**config.mk**
```make
export PLATFORM = sky130hd
export DESIGN_NAME = tt_gate_settled_flat
export DESIGN_NICKNAME = d
export VERILOG_FILES = /design/src/rtl/tt_gate_settled_pkg.sv /design/src/rtl/tt_gate_settled_if.sv /design/src/rtl/tt_gate_settled_timer.sv /design/src/rtl/tt_gate_settled.sv /design/src/flat_wrapper.sv
export SDC_FILE = /design/constraint.sdc
export NUM_CORES = 1
export LEC_CHECK = 0
export CAP_MARGIN = 20
export CORE_MARGIN = 1
export CORE_UTILIZATION = 40
export CTS_CLUSTER_DIAMETER = 100
export DETAILED_ROUTE_END_ITERATION = 8
export GPL_TIMING_DRIVEN = 0
export PLACE_DENSITY = 0.73
export SETUP_SLACK_MARGIN = 0.3
export SLEW_MARGIN = 10
export SYNTH_ARGS = -nofsm -noshare
export SYNTH_HDL_FRONTEND = slang
export SYNTH_SLANG_ARGS = --single-unit
export TNS_END_PERCENT = 50
```
**constraint.sdc**
```tcl
create_clock -name clk -period 1.8 [get_ports clk]
set_input_delay 0.45 -clock clk [delete_from_list [all_inputs] [get_ports clk]]
set_output_delay 0.45 -clock clk [all_outputs]
set_load 0.02 [all_outputs]
```
**src/rtl/tt_gate_settled_pkg.sv**
```systemverilog
// Shared types and helpers for the programmable truth-table gate family.
//   tt_state_e : settle FSM encoding (SETTLING, STABLE)
//   tt_eval    : looks up one row of an MSB-first truth table. It is also used
//                by the case-gate generator, so the convention lives in one place.
package cello_gate_pkg;

    typedef enum logic {
        SETTLING = 1'b0,
        STABLE   = 1'b1
    } tt_state_e;

    // Widest table supported (N_IN up to 6).
    localparam int unsigned TT_MAX_W = 64;

    // Row r of a tt_w-bit table sits at bit (tt_w-1-r): row 0 is the MSB.
    function automatic logic tt_eval(input logic [TT_MAX_W-1:0] tt,
                                     input int unsigned         tt_w,
                                     input logic [5:0]          row);
        logic [5:0] pos;
        pos = 6'(tt_w - 32'(row) - 32'd1);
        return tt[pos];
    endfunction

endpackage

```
**src/rtl/tt_gate_settled_if.sv**
```systemverilog
// Bus bundle for tt_gate_settled.
//   in_bits   : logic inputs (in_bits[N_IN-1] is the row MSB)
//   cfg_*     : truth-table load handshake
//   out/out_valid : settled gate output
//   tt_q      : current truth table readback
//   dbg_state : settle FSM state, for observation only
//
// Handshake: a table transfer happens on a rising clk edge where
// cfg_valid & cfg_ready are both 1. The master keeps cfg_valid and cfg_tt
// steady until that edge; cfg_valid while cfg_ready=0 has no effect.
interface tt_gate_settled_if #(
    parameter int N_IN = 3
);
    import cello_gate_pkg::*;

    localparam int TT_W = 2 ** N_IN;

    logic [N_IN-1:0] in_bits;
    logic            cfg_valid;
    logic [TT_W-1:0] cfg_tt;
    logic            cfg_ready;
    logic            out;
    logic            out_valid;
    logic [TT_W-1:0] tt_q;
    tt_state_e       dbg_state;

    modport master (
        output in_bits, cfg_valid, cfg_tt,
        input  cfg_ready, out, out_valid, tt_q, dbg_state
    );

    modport slave (
        input  in_bits, cfg_valid, cfg_tt,
        output cfg_ready, out, out_valid, tt_q, dbg_state
    );

endinterface

```
**src/rtl/tt_gate_settled_timer.sv**
```systemverilog
// Settle timer for tt_gate_settled.
//   clk_i, rst_i   : clock, synchronous active-high reset
//   en_i           : 1 while the gate is SETTLING (the count advances)
//   in_bits_i      : live inputs
//   idx_i          : inputs as sampled on the previous edge
//   cfg_xfer_i     : table transfer happening at this edge
//   restart_o      : input changed or table reloaded; settling starts over
//   done_o         : inputs have been stable for SETTLE edges (one-edge pulse)
module tt_settle_timer #(
    parameter int SETTLE = 4,
    parameter int N_IN   = 3
) (
    input  logic            clk_i,
    input  logic            rst_i,
    input  logic            en_i,
    input  logic [N_IN-1:0] in_bits_i,
    input  logic [N_IN-1:0] idx_i,
    input  logic            cfg_xfer_i,
    output logic            restart_o,
    output logic            done_o
);

    localparam int CNT_W = $clog2(SETTLE + 1);
    localparam logic [CNT_W-1:0] LAST = CNT_W'(SETTLE - 1);

    logic [CNT_W-1:0] cnt_q, cnt_d;

    assign restart_o = (in_bits_i != idx_i) || cfg_xfer_i;
    assign done_o    = en_i && !restart_o && (cnt_q == LAST);

    // The count parks at LAST once done so it never exceeds SETTLE-1;
    // it only moves again after a restart.
    always_comb begin
        cnt_d = cnt_q;
        if (restart_o) begin
            cnt_d = '0;
        end else if (en_i && (cnt_q != LAST)) begin
            cnt_d = cnt_q + 1'b1;
        end
    end

    always_ff @(posedge clk_i) begin
        if (rst_i) begin
            cnt_q <= '0;
        end else begin
            cnt_q <= cnt_d;
        end
    end

endmodule

```
**src/rtl/tt_gate_settled.sv**
```systemverilog
// Programmable N-input truth-table gate with input settling.
// The output only updates after the input pattern has held for SETTLE edges,
// modelling regulator response delay and filtering glitches.
//   clk  : clock
//   rst  : synchronous reset, active-high
//   bus  : tt_gate_settled_if.slave (inputs, table load handshake, output,
//          table readback, FSM state)
module tt_gate_settled
    import cello_gate_pkg::*;
#(
    parameter int                    N_IN    = 3,
    parameter logic [(2**N_IN)-1:0]  TT_INIT = 'hF4,
    parameter int                    SETTLE  = 4
) (
    input  logic                clk,
    input  logic                rst,
    tt_gate_settled_if.slave    bus
);

    localparam int TT_W = 2 ** N_IN;

    logic [TT_W-1:0] tt_q;
    logic [N_IN-1:0] idx_q;
    tt_state_e       state_q;
    logic            out_q;
    logic            out_valid_q;

    logic cfg_ready;
    logic cfg_xfer;
    logic restart;
    logic done;

    // A load is only accepted once the output has settled.
    assign cfg_ready = (state_q == STABLE);
    assign cfg_xfer  = bus.cfg_valid && cfg_ready;

    tt_settle_timer #(
        .SETTLE (SETTLE),
        .N_IN   (N_IN)
    ) u_timer (
        .clk_i      (clk),
        .rst_i      (rst),
        .en_i       (state_q == SETTLING),
        .in_bits_i  (bus.in_bits),
        .idx_i      (idx_q),
        .cfg_xfer_i (cfg_xfer),
        .restart_o  (restart),
        .done_o     (done)
    );

    always_ff @(posedge clk) begin
        if (rst) begin
            tt_q        <= TT_INIT;
            idx_q       <= '0;
            state_q     <= SETTLING;
            out_q       <= 1'b0;
            out_valid_q <= 1'b0;
        end else begin
            idx_q <= bus.in_bits;
            if (cfg_xfer) begin
                tt_q <= bus.cfg_tt;
            end
            // out is left untouched on restart so it cannot glitch.
            if (restart) begin
                state_q     <= SETTLING;
                out_valid_q <= 1'b0;
            end else if ((state_q == SETTLING) && done) begin
                out_q       <= tt_eval(TT_MAX_W'(tt_q), 32'(TT_W), 6'(idx_q));
                out_valid_q <= 1'b1;
                state_q     <= STABLE;
            end
        end
    end

    assign bus.cfg_ready = cfg_ready;
    assign bus.out       = out_q;
    assign bus.out_valid = out_valid_q;
    assign bus.tt_q      = tt_q;
    assign bus.dbg_state = state_q;

endmodule

```
**src/flat_wrapper.sv**
```systemverilog
// flat-port wrapper written by rule: the top's interface ports become plain ports
module tt_gate_settled_flat import cello_gate_pkg::*;
#(
    parameter int                    N_IN    = 3,
    parameter logic [(2**N_IN)-1:0]  TT_INIT = 'hF4,
    parameter int                    SETTLE  = 4
)
  (clk, rst, bus_in_bits, bus_cfg_valid, bus_cfg_tt, bus_cfg_ready, bus_out, bus_out_valid, bus_tt_q, bus_dbg_state);
  tt_gate_settled_if #(.N_IN(N_IN)) bus_i ();
  input  logic clk;
  input  logic rst;
  input wire logic [$bits(bus_i.in_bits)-1:0] bus_in_bits;
  input wire logic [$bits(bus_i.cfg_valid)-1:0] bus_cfg_valid;
  input wire logic [$bits(bus_i.cfg_tt)-1:0] bus_cfg_tt;
  output wire logic [$bits(bus_i.cfg_ready)-1:0] bus_cfg_ready;
  output wire logic [$bits(bus_i.out)-1:0] bus_out;
  output wire logic [$bits(bus_i.out_valid)-1:0] bus_out_valid;
  output wire logic [$bits(bus_i.tt_q)-1:0] bus_tt_q;
  output wire logic [$bits(bus_i.dbg_state)-1:0] bus_dbg_state;
  assign bus_i.in_bits = bus_in_bits;
  assign bus_i.cfg_valid = bus_cfg_valid;
  assign bus_i.cfg_tt = bus_cfg_tt;
  assign bus_cfg_ready = bus_i.cfg_ready;
  assign bus_out = bus_i.out;
  assign bus_out_valid = bus_i.out_valid;
  assign bus_tt_q = bus_i.tt_q;
  assign bus_dbg_state = bus_i.dbg_state;
  tt_gate_settled #(.N_IN(N_IN), .TT_INIT(TT_INIT), .SETTLE(SETTLE)) u_core (.clk(clk), .rst(rst), .bus(bus_i));
endmodule
```
==> flow_summary.yaml <==
die:
  chipHeight_um: 47.7
  dieWidth_um: 47.7
  design.core.area_um2: 1960
  floorplan.rows: 16
  fp.dieArea_um2: 2280
  floorplan.initialDensity: 0.426
  top_level_ports: 26
logic_synthesis:
  ys.flop_type: "sky130_fd_sc_hd__dfxtp_1"
  yosys-top-cells-count: "sky130_fd_sc_hd__nand2_1, sky130_fd_sc_hd__dfxtp_1, sky130_fd_sc_hd__a21oi_1, sky130_fd_sc_hd__nand3_1, sky130_fd_sc_hd__nor2_1"
  ys_warn_count: 0
  yosys-top-cells-area: "sky130_fd_sc_hd__dfxtp_1, sky130_fd_sc_hd__nand2_1, sky130_fd_sc_hd__mux4_1"
  synth.cell_area_um2: 836
  postSynthAreaPerCell_um2: 9.39
  cell_with_the_most_instances_after_synthesis: "sky130_fd_sc_hd__nand2_1"
  synth.distinct_cells: 29
  synth_cells: 89
  synth-async-reset-ratio: 0
  postSynthNetCount: 107
  yosysSeqAreaShare: 0.383
  ys_seq_elements: 16
  synth_top_area_share: 0.383
  synth_largest_area_cell: "sky130_fd_sc_hd__dfxtp_1"
  synth-edff-count: 0
clock_network:
  clock_sink_count: 16
  cts_buffers: 3
  cts_tree: "built"
  clk_root_buffer_cell: "sky130_fd_sc_hd__clkbuf_4"
  htreeDepth: 1
  hold_buffers: 0
  cts-root-to-sink-buffers: 2
  clock_latency_ps: 280
  cts.reportedPaths.clkPinSlew_ps: 90
setup_path:
  cp_max_fo: 4
  critPathKind: "reg -> reg"
  timing.critical_path.required_ps: 1970
  start_kind: "register"
  timing.critical_path.to_type: "register"
  critPathArrivalTime_ps: 1770
cells_and_area:
  area_growth_syn_to_layout_pct: 47.5
  drive_gt1_frac: 0.228
  finish.net_count: 142
  fill_cells: 181
  diodes: 0
route:
  drt_pass1_iterations: 4
  post-route-drc-count: 0
  routed_wirelength_um: 1830
  route.antenna.remaining_nets: 0
  detail_route.wl_per_cell_um: 12.2
  dr_total_vias: 739
  vias_per_cell: 4.93
  first_iter_violations: 17
sta:
  final.setup.tns_ps: 0
  final-hold-violation-count: 0
  slew-limit-headroom: 0.744
  skew_ps: 2.89
  final-setup-viol-count: 0
  rsz0062_at_grt: "yes"
  max_freq_ghz: 0.623
  max_slew.worst_pin.slew_ps: 382
  final_critical_path_share_of_the_clock_period: 0.892
  fin_crit_ps: 1610
  timing_max_transition_violations_final: 0
placement:
  hpwl_um: 1250
  io_buffer_count: 25
  gpl_wtd_cong: 0.720
min_path:
  worstHoldPathType: "reg -> reg"
grt:
  grt_start_max_net_pins: 10
  first_global_vias: 636
  gr-total-overflow: 0
  grt_antenna_before_repair: 0
  grt.total_usage: 0.178
  wire_length_of_the_first_global_routing_pass_um: 2860
power:
  leakagePower_nw: 0.554
  largest_voltage_drop_on_the_vdd_net_mv: 0.395
  p_per_area_nw_per_um2: 586
  power.total_w: 0.000723
run_status:
  outcome: "completed"
flow_run:
  maxCapViolations: 0
-- registers in the layout, indices dropped and copies added, names as in the netlist --
register,cells
u_core.bus.tt_q,8
u_core.bus.out,1
u_core.u_timer.cnt_q,3
u_core.idx_q,3
u_core.bus.out_valid,1
-- stage by stage --
stage                     setup WS, ps  hold slack, ps  instance area (µm²)  cells  utilization
after floorplan                    258             453                  850     89            -
after global placement            -231             462                 1130    141        0.578
after detailed placement          -247             471                 1130    141        0.578
after CTS                         90.6             484                 1190    148        0.609
after global routing               102             509                 1230    150        0.628
final                              195             484                 1230    150        0.628
-- where the power goes --
group / internal, W / switching [W]
Sequential: 0.000357 / 0.00000435
Combinational: 0.0000748 / 0.0000501
Clock: 0.000123 / 0.000114
Total: 0.000555 / 0.000168
-- logic make-up (layout without fill, tap and decap cells) --
kind of cell / count (synthesis) / after routing / share of synthesized area
compound gates: 13 / 13 / 0.102
flops: 16 / 16 / 0.383
simple gates: 39 / 39 / 0.231
buf+inv: 8 / 42 / 0.0554
fa+ha+maj: 4 / 4 / 0.0599
mux: 3 / 3 / 0.0749
xor+xnor: 6 / 6 / 0.0943
-- path summary, 6_finish.rpt --
| path | start | end | slack [ps] | cells after the start |
|---|---|---|---|---|
| setup / recovery | u_core.idx_q[0] | u_core.bus.out | 190 | 6 |
| hold / removal | u_core.bus.tt_q[7] | u_core.bus.tt_q[7] | 480 | 2 |
| setup reg to reg | u_core.idx_q[0] | u_core.bus.out | 190 | 6 |
| hold reg to reg | u_core.bus.tt_q[7] | u_core.bus.tt_q[7] | 480 | 2 |
-- final cells by class --
type	instances	area, µm²	share of cell area
Sequential cell	16	329	0.267
Clock buffer	4	36.3	0.0294
Inverter	4	17.5	0.0142
Buffer	4	37.5	0.0305
Multi-Input combinational cell	65	485	0.394
Timing Repair Buffer	30	293	0.238
Tap cell	27	33.8	0.0274
-- what timing repair did --
action / 4_1_cts / 5_1_grt
pin swaps: 2 / 3
setup buffers: 3 / 2
resized for setup: 17 / 9
setup endpoints to repair: 16 / 12
cloned: 0 / 0
-- critical path, stage by stage (launching register included) --
cell,delay (ps)
sky130_fd_sc_hd__dfxtp_2,340
sky130_fd_sc_hd__buf_6,100
sky130_fd_sc_hd__inv_4,40
sky130_fd_sc_hd__ha_4,280
sky130_fd_sc_hd__mux4_2,490
sky130_fd_sc_hd__mux2i_1,170
sky130_fd_sc_hd__o31ai_1,80
-- cell usage in the layout (no fill, tap or decap), drive strengths merged, types with 2 or more instances in the layout --
cell type      count
nor2b              4
o21ai              4
mux4               2
xnor2              4
dlymetal6s2s       5
dlygate4sd2       10
nand3              5
nand2             19
buf                9
dfxtp             16
ha                 4
inv                4
clkbuf             4
a21oi              5
nor2               5
clkdlybuf4s50      9
xor2               2
or4                2
-- per-layer routing --
| layer | routed length [µm] | vias to the layer above | global-route usage |
|---|---|---|---|
| met3 | 70 | 4 | 0.0226 |
| met4 | 14 | 0 | 0.0667 |
| li1 | - | 372 | - |
| met5 | 0 | - | 0 |
| met1 | 829 | 339 | 0.235 |
| met2 | 911 | 24 | 0.297 |
Power figures use the tool's default switching activity.
==> edit: new RTL, config.mk and constraints unchanged <==
`N_IN` is set to 3 in 4 places; all go to 4.
--- a/src/rtl/tt_gate_settled_if.sv
+++ b/src/rtl/tt_gate_settled_if.sv
@@ -9,7 +9,7 @@
 // cfg_valid & cfg_ready are both 1. The master keeps cfg_valid and cfg_tt
 // steady until that edge; cfg_valid while cfg_ready=0 has no effect.
 interface tt_gate_settled_if #(
-    parameter int N_IN = 3
+    parameter int N_IN = 4
 );
     import cello_gate_pkg::*;
 
--- a/src/rtl/tt_gate_settled_timer.sv
+++ b/src/rtl/tt_gate_settled_timer.sv
@@ -8,7 +8,7 @@
 //   done_o         : inputs have been stable for SETTLE edges (one-edge pulse)
 module tt_settle_timer #(
     parameter int SETTLE = 4,
-    parameter int N_IN   = 3
+    parameter int N_IN   = 4
 ) (
     input  logic            clk_i,
     input  logic            rst_i,
--- a/src/rtl/tt_gate_settled.sv
+++ b/src/rtl/tt_gate_settled.sv
@@ -8,7 +8,7 @@
 module tt_gate_settled
     import cello_gate_pkg::*;
 #(
-    parameter int                    N_IN    = 3,
+    parameter int                    N_IN    = 4,
     parameter logic [(2**N_IN)-1:0]  TT_INIT = 'hF4,
     parameter int                    SETTLE  = 4
 ) (
--- a/src/flat_wrapper.sv
+++ b/src/flat_wrapper.sv
@@ -1,7 +1,7 @@
 // flat-port wrapper written by rule: the top's interface ports become plain ports
 module tt_gate_settled_flat import cello_gate_pkg::*;
 #(
-    parameter int                    N_IN    = 3,
+    parameter int                    N_IN    = 4,
     parameter logic [(2**N_IN)-1:0]  TT_INIT = 'hF4,
     parameter int                    SETTLE  = 4
 )
Interface: changed (resized bus_cfg_tt, bus_in_bits and bus_tt_q); port bits go from 26 to 43. The function was not compared with the original's and may differ.
==> edit against the unedited design <==
  * Worst setup slack gained 100 ps
  * Area after synthesis is 28% higher
  * Register-to-register slack better by 160 ps
  * Total power increased by 26%
  * Global-route usage up 2.0 points
  * Via count up 34%
  * Wire length is 47% higher
  * Sequential cell count rose by 9
  * Utilization rose by 1.3 points
  * Cell area is 30% higher
  * Non-clock buffer count is 17 higher
  * Critical endpoint is now bus_cfg_ready
  * Highest routed layer unchanged
==> edit: results (changes against the unedited design) <==
metric,value,unit,change
post-detail-place hpwl,1.899,mm,was 1.250 mm
clock transition time at the flip-flop clock pins of the worst setup and hold paths,130,ps,was 90 ps
"Largest stage delay, worst path",400,ps,was 490 ps
routability-driven placement congestion ratio,0.7168,,was 0.7198
total via count after detailed routing,990,,was 739
GRT Total Usage,19.82,%,was 17.83%
maximum resistive drop on vdd,0.4325,mV,was 0.3945 mV
switching part of the total,22.18,%,was 23.26%
most frequent cells after synthesis,"sky130_fd_sc_hd__nand2_1, sky130_fd_sc_hd__dfxtp_1, sky130_fd_sc_hd__a21oi_1",,"was sky130_fd_sc_hd__nand2_1, sky130_fd_sc_hd__dfxtp_1, sky130_fd_sc_hd__a21oi_1, sky130_fd_sc_hd__nand3_1, sky130_fd_sc_hd__nor2_1"
number of cells produced by synthesis,115,,was 89
endpoint arrival time on the critical path,1060,ps,was 1770 ps
actual slew at the worst max-slew pin,481.8,ps,was 382.0 ps
Starting DRT DRC Count,31,,was 17
clock latency reported for the late side of the worst-skew pair,320,ps,was 280 ps
ratio of cells with drive above 1 in the final layout,15.95,%,was 22.76%
leading post-synthesis cells by cell area,"sky130_fd_sc_hd__dfxtp_1, sky130_fd_sc_hd__nand2_1, sky130_fd_sc_hd__mux4_1, sky130_fd_sc_hd__a21oi_1, sky130_fd_sc_hd__xnor2_1",,"was sky130_fd_sc_hd__dfxtp_1, sky130_fd_sc_hd__nand2_1, sky130_fd_sc_hd__mux4_1, sky130_fd_sc_hd__ha_1, sky130_fd_sc_hd__xnor2_4"
result of the run,finished clean,,unchanged
Routed Wire Length,2.676,mm,was 1.826 mm
family with the most delay on the worst path,flip-flops,,was multiplexers
vias in the first global route,866,,was 636
port buffer count,42,,was 25
Regs by FF count,"u_core.bus.tt_q: 16 flops, u_core.idx_q: 4 flops, u_core.u_timer.cnt_q: 3 flops",,"was u_core.bus.tt_q: 8 flops, u_core.idx_q: 3 flops, u_core.u_timer.cnt_q: 3 flops"
pin count of the biggest net entering global routing,14,,was 10
Mapped Nets,140,,was 107
fillcell total,217,,was 181
classification of the worst-slack hold path,in -> reg,,was reg -> reg
static power due to leakage,0.6936,nW,was 0.5538 nW
wire length of the first global-routing pass,3.953,mm,was 2.856 mm
setup skew after layout,2.199,ps,was 2.890 ps
==> edit: cell count changes after synthesis, sizes merged, moves of 4 or more <==
cell,change
dfxtp,+9
clkbuf,+4
nand3b,+5
a21oi,+7
nand2,+15
nand3,-5
==> edit: power groups by stage <==
| stage | combinational [mW] | sequential [mW] | clock [mW] |
|---|---|---|---|
| floorplan | 0.0302 | 0.577 | 0 |
| global placement | 0.0851 | 0.579 | 0 |
| detailed placement | 0.0864 | 0.579 | 0 |
| CTS | 0.0870 | 0.565 | 0.259 |
| global route | 0.0971 | 0.567 | 0.279 |
| finish | 0.0916 | 0.565 | 0.254 |
==> edit: logic make-up after synthesis <==
| family | count (synthesis) | share of synthesized area [%] |
|---|---|---|
| xor+xnor | 5 | 4.079 |
| compound gates | 15 | 7.925 |
| mux | 7 | 12.35 |
| flops | 25 | 46.62 |
| buf+inv | 8 | 3.611 |
| fa+ha+maj | 2 | 2.331 |
| simple gates | 53 | 23.08 |
==> edit: what timing repair did <==
item                                   4_1_cts  5_1_grt
buffers inserted                             1        1
endpoints found under the hold margin        0        0
pin swaps                                    0        5
gates resized for setup                     32       29
setup endpoints to repair                   35       32
==> edit: cell type report <==
cell class / instances / area, µm² / share of cell area, %
Clock buffer: 4 / 26.28 / 1.638
Tap cell: 30 / 37.54 / 2.340
Timing Repair Buffer: 44 / 436.7 / 27.22
Multi-Input combinational cell: 82 / 544.3 / 33.93
Sequential cell: 25 / 513.0 / 31.98
Inverter: 1 / 3.754 / 0.2340
Buffer: 7 / 42.54 / 2.652
==> edit: layer usage <==
metal / routed length [µm] / GRT usage (%) / vias to the layer above
met4: 51 / 9.211 / 0
met2: 1253 / 31.89 / 37
met1: 1200 / 25.26 / 464
li1: - / - / 483
met3: 171 / 3.955 / 6
met5: 0 / 0 / -
==> edit: metrics by stage <==
step           utilization, %  power (mW)  TNS [ps]  area (µm²)
6_report                64.16      0.9106         0        1604
5_1_grt                 64.16      0.9424         0        1604
3_5_place_dp            61.26      0.6654     -1345        1531
3_3_place_gp            61.26      0.6642    -824.4        1531
2_1_floorplan               -      0.6073         0        1074
4_1_cts                 62.26      0.9116         0        1556
==> edit: worst paths after layout <==
check	slack, ps	cells after the start	startpoint	endpoint
hold / removal	400	2	bus_in_bits[1]	u_core.idx_q[1]$_SDFF_PP0_
hold reg to reg	480	2	u_core.bus.tt_q[1]$_SDFFE_PP0P_	u_core.bus.tt_q[1]$_SDFFE_PP0P_
setup reg to reg	350	4	u_core.idx_q[2]$_SDFF_PP0_	u_core.bus.out$_SDFFE_PP0P_
setup / recovery	290	1	u_core.bus.out_valid$_SDFFE_PP0P_	bus_cfg_ready
